--- src/rtl/spi_lcd_rx.sv ---
// ============================================================================
// Module   : spi_lcd_rx
// Brief    : SPI (mode 0) LCD command/pixel sniffer. Assembles bytes, decodes
//            CASET/PASET/RAMWR and emits RGB565 pixels with window cursor.
//            Optional macro SPI_LCD_RX_STATS_EN adds the o_pix_count port.
// Revision : 1.0 - initial release
// ============================================================================
`default_nettype none

module spi_lcd_rx #(
    parameter int WIDTH  = 240,
    parameter int HEIGHT = 320
) (
    input  logic                      i_clk,
    input  logic                      i_rst,
    input  logic                      i_sclk,
    input  logic                      i_mosi,
    input  logic                      i_cs,
    input  logic                      i_dc,
    output logic [7:0]                o_byte,
    output logic                      o_byte_dc,
    output logic                      o_byte_valid,
    output logic                      o_pix_valid,
    output logic [$clog2(WIDTH)-1:0]  o_pix_x,
    output logic [$clog2(HEIGHT)-1:0] o_pix_y,
    output logic [15:0]               o_pix_data
`ifdef SPI_LCD_RX_STATS_EN
    ,
    output logic [31:0]               o_pix_count
`endif
);

    localparam int XW = $clog2(WIDTH);
    localparam int YW = $clog2(HEIGHT);
    localparam logic [15:0] c_xmax = 16'(WIDTH - 1);
    localparam logic [15:0] c_ymax = 16'(HEIGHT - 1);

    localparam logic [2:0] c_st_idle     = 3'd0;
    localparam logic [2:0] c_st_caset    = 3'd1;
    localparam logic [2:0] c_st_paset    = 3'd2;
    localparam logic [2:0] c_st_ramwr_hi = 3'd3;
    localparam logic [2:0] c_st_ramwr_lo = 3'd4;
    localparam logic [2:0] c_st_ignore   = 3'd5;

    // sclk shift: [0]=meta, [1]=synced, [2]=previous synced (edge detect)
    logic [2:0]    r_sclk_sh;
    logic [1:0]    r_mosi_sh, r_cs_sh, r_dc_sh;
    logic [2:0]    r_bit_cnt;
    logic [6:0]    r_shift;
    logic [7:0]    r_byte;
    logic          r_byte_dc, r_byte_valid;
    logic [2:0]    r_state, w_state_nxt;
    logic [1:0]    r_idx;
    logic [23:0]   r_par;
    logic [7:0]    r_pix_hi;
    logic [XW-1:0] r_xs, r_xe, r_cx, r_pix_x;
    logic [YW-1:0] r_ys, r_ye, r_cy, r_pix_y;
    logic [15:0]   r_pix_data;
    logic          r_pix_valid;
    logic          w_sclk_rise, w_pix_fire, w_win_done;
    logic [XW-1:0] w_xs_c, w_xe_c, w_xe_fix;
    logic [YW-1:0] w_ys_c, w_ye_c, w_ye_fix;

    function automatic logic [XW-1:0] clamp_x(input logic [15:0] v);
        return (v > c_xmax) ? c_xmax[XW-1:0] : v[XW-1:0];
    endfunction

    function automatic logic [YW-1:0] clamp_y(input logic [15:0] v);
        return (v > c_ymax) ? c_ymax[YW-1:0] : v[YW-1:0];
    endfunction

    assign w_sclk_rise = r_sclk_sh[1] & ~r_sclk_sh[2];

    always_ff @(posedge i_clk or negedge i_rst) begin
        if (!i_rst) begin
            r_sclk_sh    <= '0;
            r_mosi_sh    <= '0;
            r_cs_sh      <= 2'b11;
            r_dc_sh      <= '0;
            r_bit_cnt    <= '0;
            r_shift      <= '0;
            r_byte       <= '0;
            r_byte_dc    <= 1'b0;
            r_byte_valid <= 1'b0;
        end else begin
            r_sclk_sh    <= {r_sclk_sh[1:0], i_sclk};
            r_mosi_sh    <= {r_mosi_sh[0], i_mosi};
            r_cs_sh      <= {r_cs_sh[0], i_cs};
            r_dc_sh      <= {r_dc_sh[0], i_dc};
            r_byte_valid <= 1'b0;
            if (r_cs_sh[1]) begin
                r_bit_cnt <= '0;
            end else if (w_sclk_rise) begin
                r_shift   <= {r_shift[5:0], r_mosi_sh[1]};
                r_bit_cnt <= r_bit_cnt + 3'd1;
                if (r_bit_cnt == 3'd7) begin
                    r_byte       <= {r_shift, r_mosi_sh[1]};
                    r_byte_dc    <= r_dc_sh[1];
                    r_byte_valid <= 1'b1;
                end
            end
        end
    end

    assign w_pix_fire = r_byte_valid & r_byte_dc & (r_state == c_st_ramwr_lo);
    assign w_win_done = r_byte_valid & r_byte_dc & (r_idx == 2'd3) &
                        ((r_state == c_st_caset) | (r_state == c_st_paset));

    // First three window bytes sit in r_par; the fourth is the current byte.
    assign w_xs_c   = clamp_x(r_par[23:8]);
    assign w_xe_c   = clamp_x({r_par[7:0], r_byte});
    assign w_xe_fix = (w_xs_c > w_xe_c) ? w_xs_c : w_xe_c;
    assign w_ys_c   = clamp_y(r_par[23:8]);
    assign w_ye_c   = clamp_y({r_par[7:0], r_byte});
    assign w_ye_fix = (w_ys_c > w_ye_c) ? w_ys_c : w_ye_c;

    always_comb begin
        w_state_nxt = r_state;
        if (r_byte_valid) begin
            if (!r_byte_dc) begin
                case (r_byte)
                    8'h2A:   w_state_nxt = c_st_caset;
                    8'h2B:   w_state_nxt = c_st_paset;
                    8'h2C:   w_state_nxt = c_st_ramwr_hi;
                    default: w_state_nxt = c_st_ignore;
                endcase
            end else begin
                case (r_state)
                    c_st_caset, c_st_paset: if (r_idx == 2'd3) w_state_nxt = c_st_idle;
                    c_st_ramwr_hi:          w_state_nxt = c_st_ramwr_lo;
                    c_st_ramwr_lo:          w_state_nxt = c_st_ramwr_hi;
                    default:                w_state_nxt = r_state;
                endcase
            end
        end
    end

    always_ff @(posedge i_clk or negedge i_rst) begin
        if (!i_rst) r_state <= c_st_idle;
        else        r_state <= w_state_nxt;
    end

    always_ff @(posedge i_clk or negedge i_rst) begin
        if (!i_rst) begin
            r_idx       <= '0;
            r_par       <= '0;
            r_pix_hi    <= '0;
            r_xs        <= '0;
            r_xe        <= c_xmax[XW-1:0];
            r_ys        <= '0;
            r_ye        <= c_ymax[YW-1:0];
            r_cx        <= '0;
            r_cy        <= '0;
            r_pix_x     <= '0;
            r_pix_y     <= '0;
            r_pix_data  <= '0;
            r_pix_valid <= 1'b0;
        end else begin
            r_pix_valid <= w_pix_fire;
            if (r_byte_valid && !r_byte_dc) begin
                r_idx <= '0;
                if (r_byte == 8'h2C) begin
                    r_cx <= r_xs;
                    r_cy <= r_ys;
                end
            end else if (r_byte_valid) begin
                if ((r_state == c_st_caset) || (r_state == c_st_paset)) begin
                    r_par <= {r_par[15:0], r_byte};
                    r_idx <= r_idx + 2'd1;
                end
                if (r_state == c_st_ramwr_hi) r_pix_hi <= r_byte;
            end
            if (w_win_done) begin
                if (r_state == c_st_caset) begin
                    r_xs <= w_xs_c;
                    r_xe <= w_xe_fix;
                end else begin
                    r_ys <= w_ys_c;
                    r_ye <= w_ye_fix;
                end
            end
            if (w_pix_fire) begin
                r_pix_data <= {r_pix_hi, r_byte};
                r_pix_x    <= r_cx;
                r_pix_y    <= r_cy;
                if (r_cx == r_xe) begin
                    r_cx <= r_xs;
                    r_cy <= (r_cy == r_ye) ? r_ys : r_cy + YW'(1);
                end else begin
                    r_cx <= r_cx + XW'(1);
                end
            end
        end
    end

`ifdef SPI_LCD_RX_STATS_EN
    logic [31:0] r_pix_count;
    always_ff @(posedge i_clk or negedge i_rst) begin
        if (!i_rst)                                  r_pix_count <= '0;
        else if (r_pix_valid && (r_pix_count != '1)) r_pix_count <= r_pix_count + 32'd1;
    end
    assign o_pix_count = r_pix_count;
`endif

    assign o_byte       = r_byte;
    assign o_byte_dc    = r_byte_dc;
    assign o_byte_valid = r_byte_valid;
    assign o_pix_valid  = r_pix_valid;
    assign o_pix_x      = r_pix_x;
    assign o_pix_y      = r_pix_y;
    assign o_pix_data   = r_pix_data;

endmodule

`default_nettype wire

--- config.mk ---
export PLATFORM = sky130hd
export DESIGN_NAME = spi_lcd_rx
export DESIGN_NICKNAME = d
export VERILOG_FILES = /design/src/rtl/spi_lcd_rx.sv
export SDC_FILE = /design/constraint.sdc
export NUM_CORES = 1
export LEC_CHECK = 0
export ABC_AREA = 1
export CAP_MARGIN = 10
export CORE_MARGIN = 5
export CORE_UTILIZATION = 59
export CTS_CLUSTER_SIZE = 14
export DETAILED_ROUTE_END_ITERATION = 16
export GPL_ROUTABILITY_DRIVEN = 1
export PLACE_DENSITY = 0.8
export SYNTH_ARGS = -nofsm -noshare
export SYNTH_HDL_FRONTEND = slang
export SYNTH_SLANG_ARGS = --single-unit
--- constraint.sdc ---
create_clock -name i_clk -period 4 [get_ports i_clk]
set_clock_uncertainty 0.15 [all_clocks]
set_input_delay 0.8 -clock i_clk [delete_from_list [all_inputs] [get_ports i_clk]]
set_output_delay 0.8 -clock i_clk [all_outputs]
set_load 0.005 [all_outputs]
==> results of run 1 <==
-- where the power goes --
| part | switching, mW | internal, mW | leakage, nW |
|---|---|---|---|
| Sequential | 0.00959 | 1.55 | 2.03 |
| Combinational | 0.0440 | 0.0142 | 2.13 |
| Clock | 0.624 | 0.989 | 0.295 |
| Total | 0.677 | 2.55 | 4.45 |
-- worst max-delay path by stage --
stage / startpoint / endpoint
4_1_cts: r_par[21] / r_ye[7]
2_1_floorplan: r_par[19] / r_ye[6]
5_1_grt: r_par[21] / r_ye[7]
6_report: r_par[21] / r_ye[7]
3_3_place_gp: r_par[19] / r_ye[7]
3_5_place_dp: r_par[21] / r_ye[7]
-- synthesized netlist by cell type (4+ instances only) --
master	count	area (µm²)
nand3_1	97	485.5
nor2_1	65	244.0
o21ai_0	79	395.4
inv_1	94	352.8
clkbuf_1	11	41.29
ha_1	22	275.3
xor2_1	6	52.55
o21ai_1	11	55.05
nand2_1	314	1179
buf_2	9	45.04
mux2_4	5	75.07
nand4_1	9	56.30
xnor2_1	12	105.1
dfstp_2	16	420.4
dfrtp_1	135	3378
nor2_4	4	45.04
a21oi_1	9	45.04
-- cell usage in the layout, fill, tap and decap left out, types with 11 or more instances in the layout --
cell,Yosys,final
clkbuf_16,0,17
clkdlybuf4s50_1,0,48
dfrtp_1,135,135
dfstp_2,16,16
ha_1,22,22
inv_1,94,94
nand2_1,314,314
nand3_1,97,97
nor2_1,65,65
o21ai_0,79,79
o21ai_1,11,11
xnor2_1,12,12
-- metal layers --
layer | part of all wire (%) | global-route usage (%) | vias up
li1 | - | - | 3050
met1 | 47 | 34.89 | 2892
met2 | 46 | 37.07 | 197
met3 | 5.3 | 4.977 | 30
met4 | 2.1 | 8.397 | 0
met5 | 0 | 0 | -
-- area by class of cell --
type	count	area (µm²)
fill	1044	3821
clock buffer	18	439.2
multi-input combinational	652	3191
tap	172	215.2
clock inverter	14	157.7
inverter	98	367.9
sequential	151	3799
timing repair buffer	52	526.8
-- cells by family (layout without fill, tap and decap cells) --
group                      count (synthesis)  in the layout  share of synthesized area [%]
muxes                                      7              7                          1.303
adders and majority gates                 22             22                          3.675
and+or+nand+nor                          499            499                          28.03
xor gates and xnor gates                  18             18                          2.105
buffers and inverters                    124            182                          6.682
AOI/OAI and AO/OA                        106            106                          7.484
DFF                                      151            151                          50.72
-- state kept, by name (all words and copies together) (netlist names), 9 cells and up --
| register | count |
|---|---|
| r_ye | 9 |
| r_ys | 9 |
| o_pix_y | 9 |
| r_par | 24 |
| r_cy | 9 |
| o_pix_data | 16 |
-- worst max-delay path: stages, from the launching register on --
cell and delay (ns):
dfrtp_1 0.38, nor2_1 0.11, nand2_1 0.10, nor2_1 0.13, o21ai_0 0.24, nor2_1 0.29, inv_1 0.08, ha_1 0.28
nand2_1 0.05, inv_1 0.05, nand2_1 0.06, nor2_1 0.12, nand4_1 0.35, nand2_1 0.42, nand2_1 0.09, nand3_1 0.09
nand2_1 0.06
-- per-stage QoR --
step	hold slack (ns)	setup WS, ns	cell area, µm²	util (%)
final	0.1952	0.8277	8696	69.47
after global routing	0.2038	0.4338	8696	69.47
after CTS	0.1989	0.8742	8696	69.47
after detailed placement	0.1858	0.8845	8099	64.70
after global placement	0.1817	0.9316	8099	64.70
after floorplan	0.1812	1.438	7490	-
==> results.tsv, run 1 <==
stage	metric	value	unit
run_status	outcome	finished clean	
pwr	worst vdd ir	0.0004390	V
setup_path	CP Capture Type	register	
setup_path	CP Launch Type	register	
hold_path	WHS Endpoint	r_sclk_sh[1]	
drt	first-pass iteration count of the detailed router	5	
finish	ratio of cells with drive above 1 in the final layout	7.716	%
placed_design	dpl hpwl	12.01	mm
timing	RSZ-0062 raised after global routing	no	
cts	CTS buffer count	17	
drt	vias per cell	5.332	
timing	Final min period	3.172	ns
setup_path	critical path type	reg2reg	
cts	htree depth	4	
timing	Achievable Freq	315.2	MHz
drt	DRT iter0 DRCs	613	
die	Starting Density	59.84	%
cts	clk_lat worst skew	0.43	ns
finish	Area growth syn-to-layout	16.10	%
finish	final std cells w/o fill	1157	
synthesis	Synth Register Bits	151	
timing	worst relative slew slack	37.79	%
drt	detailed-route DRC error count	0	
global_routing	initial antenna violation count	0	
hold_path	Hold Crit Class	reg2reg	
die	area of the die	15050	µm²
setup_path	Crit Path Max Fanout	10	
die	Die X-Extent	122.7	µm
cts	Max Buffers Root-to-Sink	2	
hold_path	Worst Hold Depth	0	
synthesis	Gate Count Post-Synth	927	
placed_design	PortBufs	49	
global_routing	global-route wire length before repair	28.47	mm
finish	n_diodes	0	
synthesis	Post-Synthesis Cell Area	7490	µm²
timing	Final Hold Vio Count	0	
timing	worst slew pin tran	0.9331	ns
placed_design	gpl congestion	1.010	
die	I/O pin total	50	
global_routing	vias in the first global route	5663	
cts	post-CTS sizing	0	
cts	post-CTS setup buffers	0	
setup_path	setup slack, reg-to-reg	0.83	ns
setup_path	RR Startpoint	r_par[21]	
timing	Slew Limit Fails	0	
setup_path	Reg2Reg Depth	16	
pwr	Leak Pwr	4.454	nW
synthesis	EDFF count, synth	0	
cts	CTS tree	yes	
drt	vias	6169	
global_routing	total grt overflow	0	
drt	routed wire length	17.05	mm
pwr	pwr dens	371.6	nW/µm²
cts	CTS Sinks	151	
drt	DRT antenna net count	0	
pwr	Power Total	3.231	mW
drt	routed length per instance	14.73	µm
synthesis	ys flop type	dfrtp_1	
global_routing	pin count of the biggest net entering global routing	104	
synthesis	synth unique cells	35	
setup_path	required time of the critical path	4.17	ns
synthesis	Yosys warning count	0	
die	core region area	12520	µm²
cts	CTS Root Cell	clkbuf_16	
synthesis	syn_area_per_cell	8.079	µm²
placed_design	placed insts	1125	
setup_path	CP arrival	3.34	ns
hold_path	worst hold start	r_sclk_sh[0]	
synthesis	asr flop ratio synth	100.0	%
flow_run	max_cap viols	0	
setup_path	RR Endpoint	r_ye[7]	
timing	setup TNS	0	ns
global_routing	GRT Overall Usage	24.33	%
die	num rows	41	
die	die height	122.7	µm
finish	final net count	1000	
synthesis	sequential element share of the synthesized area	50.72	%
timing	Finish-stage setup viols	0	
cts	Worst-path clk slew	0.06	ns
cts	hold_buf cts	0	
synthesis	syn_nets	955	
timing	Tcrit/Tclk final	79.31	%
Power figures use the tool's default switching activity.
==> run 2: changes to the inputs <==
Clock period 4 ns to 3.24 ns, I/O delays scaled along.
==> run 2 against run 1 <==
  * First-iteration DRC count fell by 9.1%
  * Via count fell by 0.76%
  * Clock power rose by 37%
  * Non-clock buffer count rose by 8
  * Worst hold slack got worse by 0.13 ns
  * Flip-flop and latch count did not move
  * Global-route usage rose by 0.15 points
  * Wire length fell by 0.94%
  * Largest cell class unchanged
  * Largest power group unchanged
==> results.tsv, run 2 (synthesis gave the netlist of run 1 again) <==
stage	metric	value	unit
pwr	switching pwr	0.8078	mW
finish	Area growth syn-to-layout	17.88	%
setup_path	CP Capture Type	register	
pwr	Leak Pwr	4.518	nW
setup_path	RR Startpoint	r_par[19]	
setup_path	setup slack, reg-to-reg	0.52	ns
die	I/O pin total	50	
setup_path	critical path type	reg2reg	
cts	CTS Sinks	151	
placed_design	dpl hpwl	12.13	mm
cts	Worst-path clk slew	0.06	ns
pwr	internal power	3.394	mW
timing	Achievable Freq	368.2	MHz
pwr	worst vdd ir	0.0003944	V
setup_path	CP arrival	2.93	ns
setup_path	required time of the critical path	3.45	ns
finish	final std cells w/o fill	1165	
timing	Slew Limit Fails	0	
pwr	Logic pwr share	1.7	%
cts	post-CTS setup buffers	0	
die	num rows	41	
drt	Top Metal Used	met4	
flow_run	max_cap viols	0	
finish	commonest non-fill, non-tap cell in the layout	nand2_1	
drt	vias per cell	5.255	
pwr	Sw Share	19.22	%
setup_path	Reg2Reg Depth	17	
pwr	clock network power share	52.4	%
placed_design	gpl congestion	0.9090	
finish	max reg flops	24	
setup_path	RR Endpoint	r_ye[1]	
drt	DRT iter0 DRCs	557	
finish	ratio of cells with drive above 1 in the final layout	8.056	%
cts	clk_lat worst skew	0.43	ns
setup_path	CP Launch Type	register	
hold_path	Hold Crit Class	in2async	
cts	htree depth	4	
die	Starting Density	59.84	%
drt	vias	6122	
drt	first-pass iteration count of the detailed router	5	
die	core region area	12520	µm²
drt	DRT antenna net count	0	
global_routing	vias in the first global route	5670	
timing	Tcrit/Tclk final	83.82	%
die	area of the die	15050	µm²
finish	Core Util, Final	70.53	%
run_status	outcome	finished clean	
finish	final cell area excluding filler cells	8828	µm²
drt	routed length per instance	14.49	µm
timing	Final min period	2.716	ns
cts	Max Buffers Root-to-Sink	2	
drt	detailed-route DRC error count	0	
cts	post-CTS sizing	0	
pwr	pwr dens	476.0	nW/µm²
global_routing	global-route wire length before repair	28.67	mm
placed_design	Post-DP Area	8172	µm²
die	Die X-Extent	122.7	µm
cts	CTS Root Cell	clkbuf_16	
timing	hold slack	0.06303	ns
drt	routed wire length	16.89	mm
drt	met2 routed WL	7.740	mm
finish	n_diodes	0	
timing	RSZ-0062 raised after global routing	no	
timing	Finish-stage setup viols	0	
timing	setup TNS	0	ns
global_routing	pin count of the biggest net entering global routing	68	
cts	hold_buf cts	0	
setup_path	Crit Path Max Fanout	9	
placed_design	PortBufs	49	
drt	WL met3	931	µm
global_routing	GRT Overall Usage	24.48	%
pwr	Seq pwr share	45.8	%
cts	CTS buffer count	17	
timing	worst slew pin tran	0.6838	ns
global_routing	total grt overflow	0	
timing	Final Hold Vio Count	0	
timing	worst relative slew slack	54.25	%
finish	Biggest register	r_par	
cts	CTS tree	yes	
global_routing	initial antenna violation count	0	
finish	most frequent cells in the layout	nand2_1 (314), dfrtp_1 (135), nand3_1 (97)	
die	die height	122.7	µm
drt	M1 WL	7.906	mm
finish	final-layout fill cell count	988	
placed_design	placed insts	1133	
finish	final net count	1008	
[run 2: routing by layer]
layer / up-vias / GRT usage, %
met4: 0 / 8.537
met5: - / 0
met1: 2846 / 35.44
li1: 3070 / -
met2: 182 / 37.44
met3: 24 / 4.194
[run 2: worst max-delay path by stage]
stage / startpoint / to
4_1_cts: r_par[21] / r_ye[1]
2_1_floorplan: r_par[19] / r_ye[6]
6_report: r_par[19] / r_ye[1]
3_3_place_gp: r_par[19] / r_ye[6]
5_1_grt: r_par[19] / r_ye[7]
3_5_place_dp: r_par[21] / r_ye[1]
[run 2: per-stage QoR]
step / power (mW) / setup WS (ns)
CTS: 4.230 / 0.5364
floorplan: 1.978 / 0.6784
finish: 4.202 / 0.5243
detailed placement: 2.034 / 0.5528
global route: 4.341 / 0.1698
global placement: 2.033 / 0.5734
[run 2: area by class of cell]
| type | instances | area (µm²) | share of cell area (%) |
|---|---|---|---|
| repair buffers | 60 | 599.3 | 6.789 |
| inverters | 98 | 367.9 | 4.167 |
| multi-input cells | 652 | 3191 | 36.14 |
| clock buffers | 22 | 454.2 | 5.145 |
| well taps | 172 | 215.2 | 2.438 |
| clock inverters | 10 | 202.7 | 2.296 |
| flip-flops and latches | 151 | 3799 | 43.03 |
[run 2: power by group through the flow]
stage	registers [mW]	logic (mW)	clock network, mW
final	1.93	0.0728	2.20
after global routing	1.93	0.0874	2.32
after CTS	1.93	0.0758	2.23
after detailed placement	1.96	0.0754	0
after global placement	1.96	0.0753	0
after floorplan	1.96	0.0218	0
[run 2: critical path, stage by stage (launching register included)]
cell and delay (ns):
dfrtp_1 0.39, nor2_1 0.13, nand2_1 0.06, nor2_1 0.12
o21ai_0 0.22, nor2_1 0.32, inv_1 0.08, ha_1 0.29
nand2_1 0.05, inv_1 0.05, nand2_1 0.06, nor2_1 0.12
o21ai_0 0.10, nand2_1 0.08, nand2_1 0.17, nand2_1 0.11
nand3_1 0.08, nand2_1 0.09
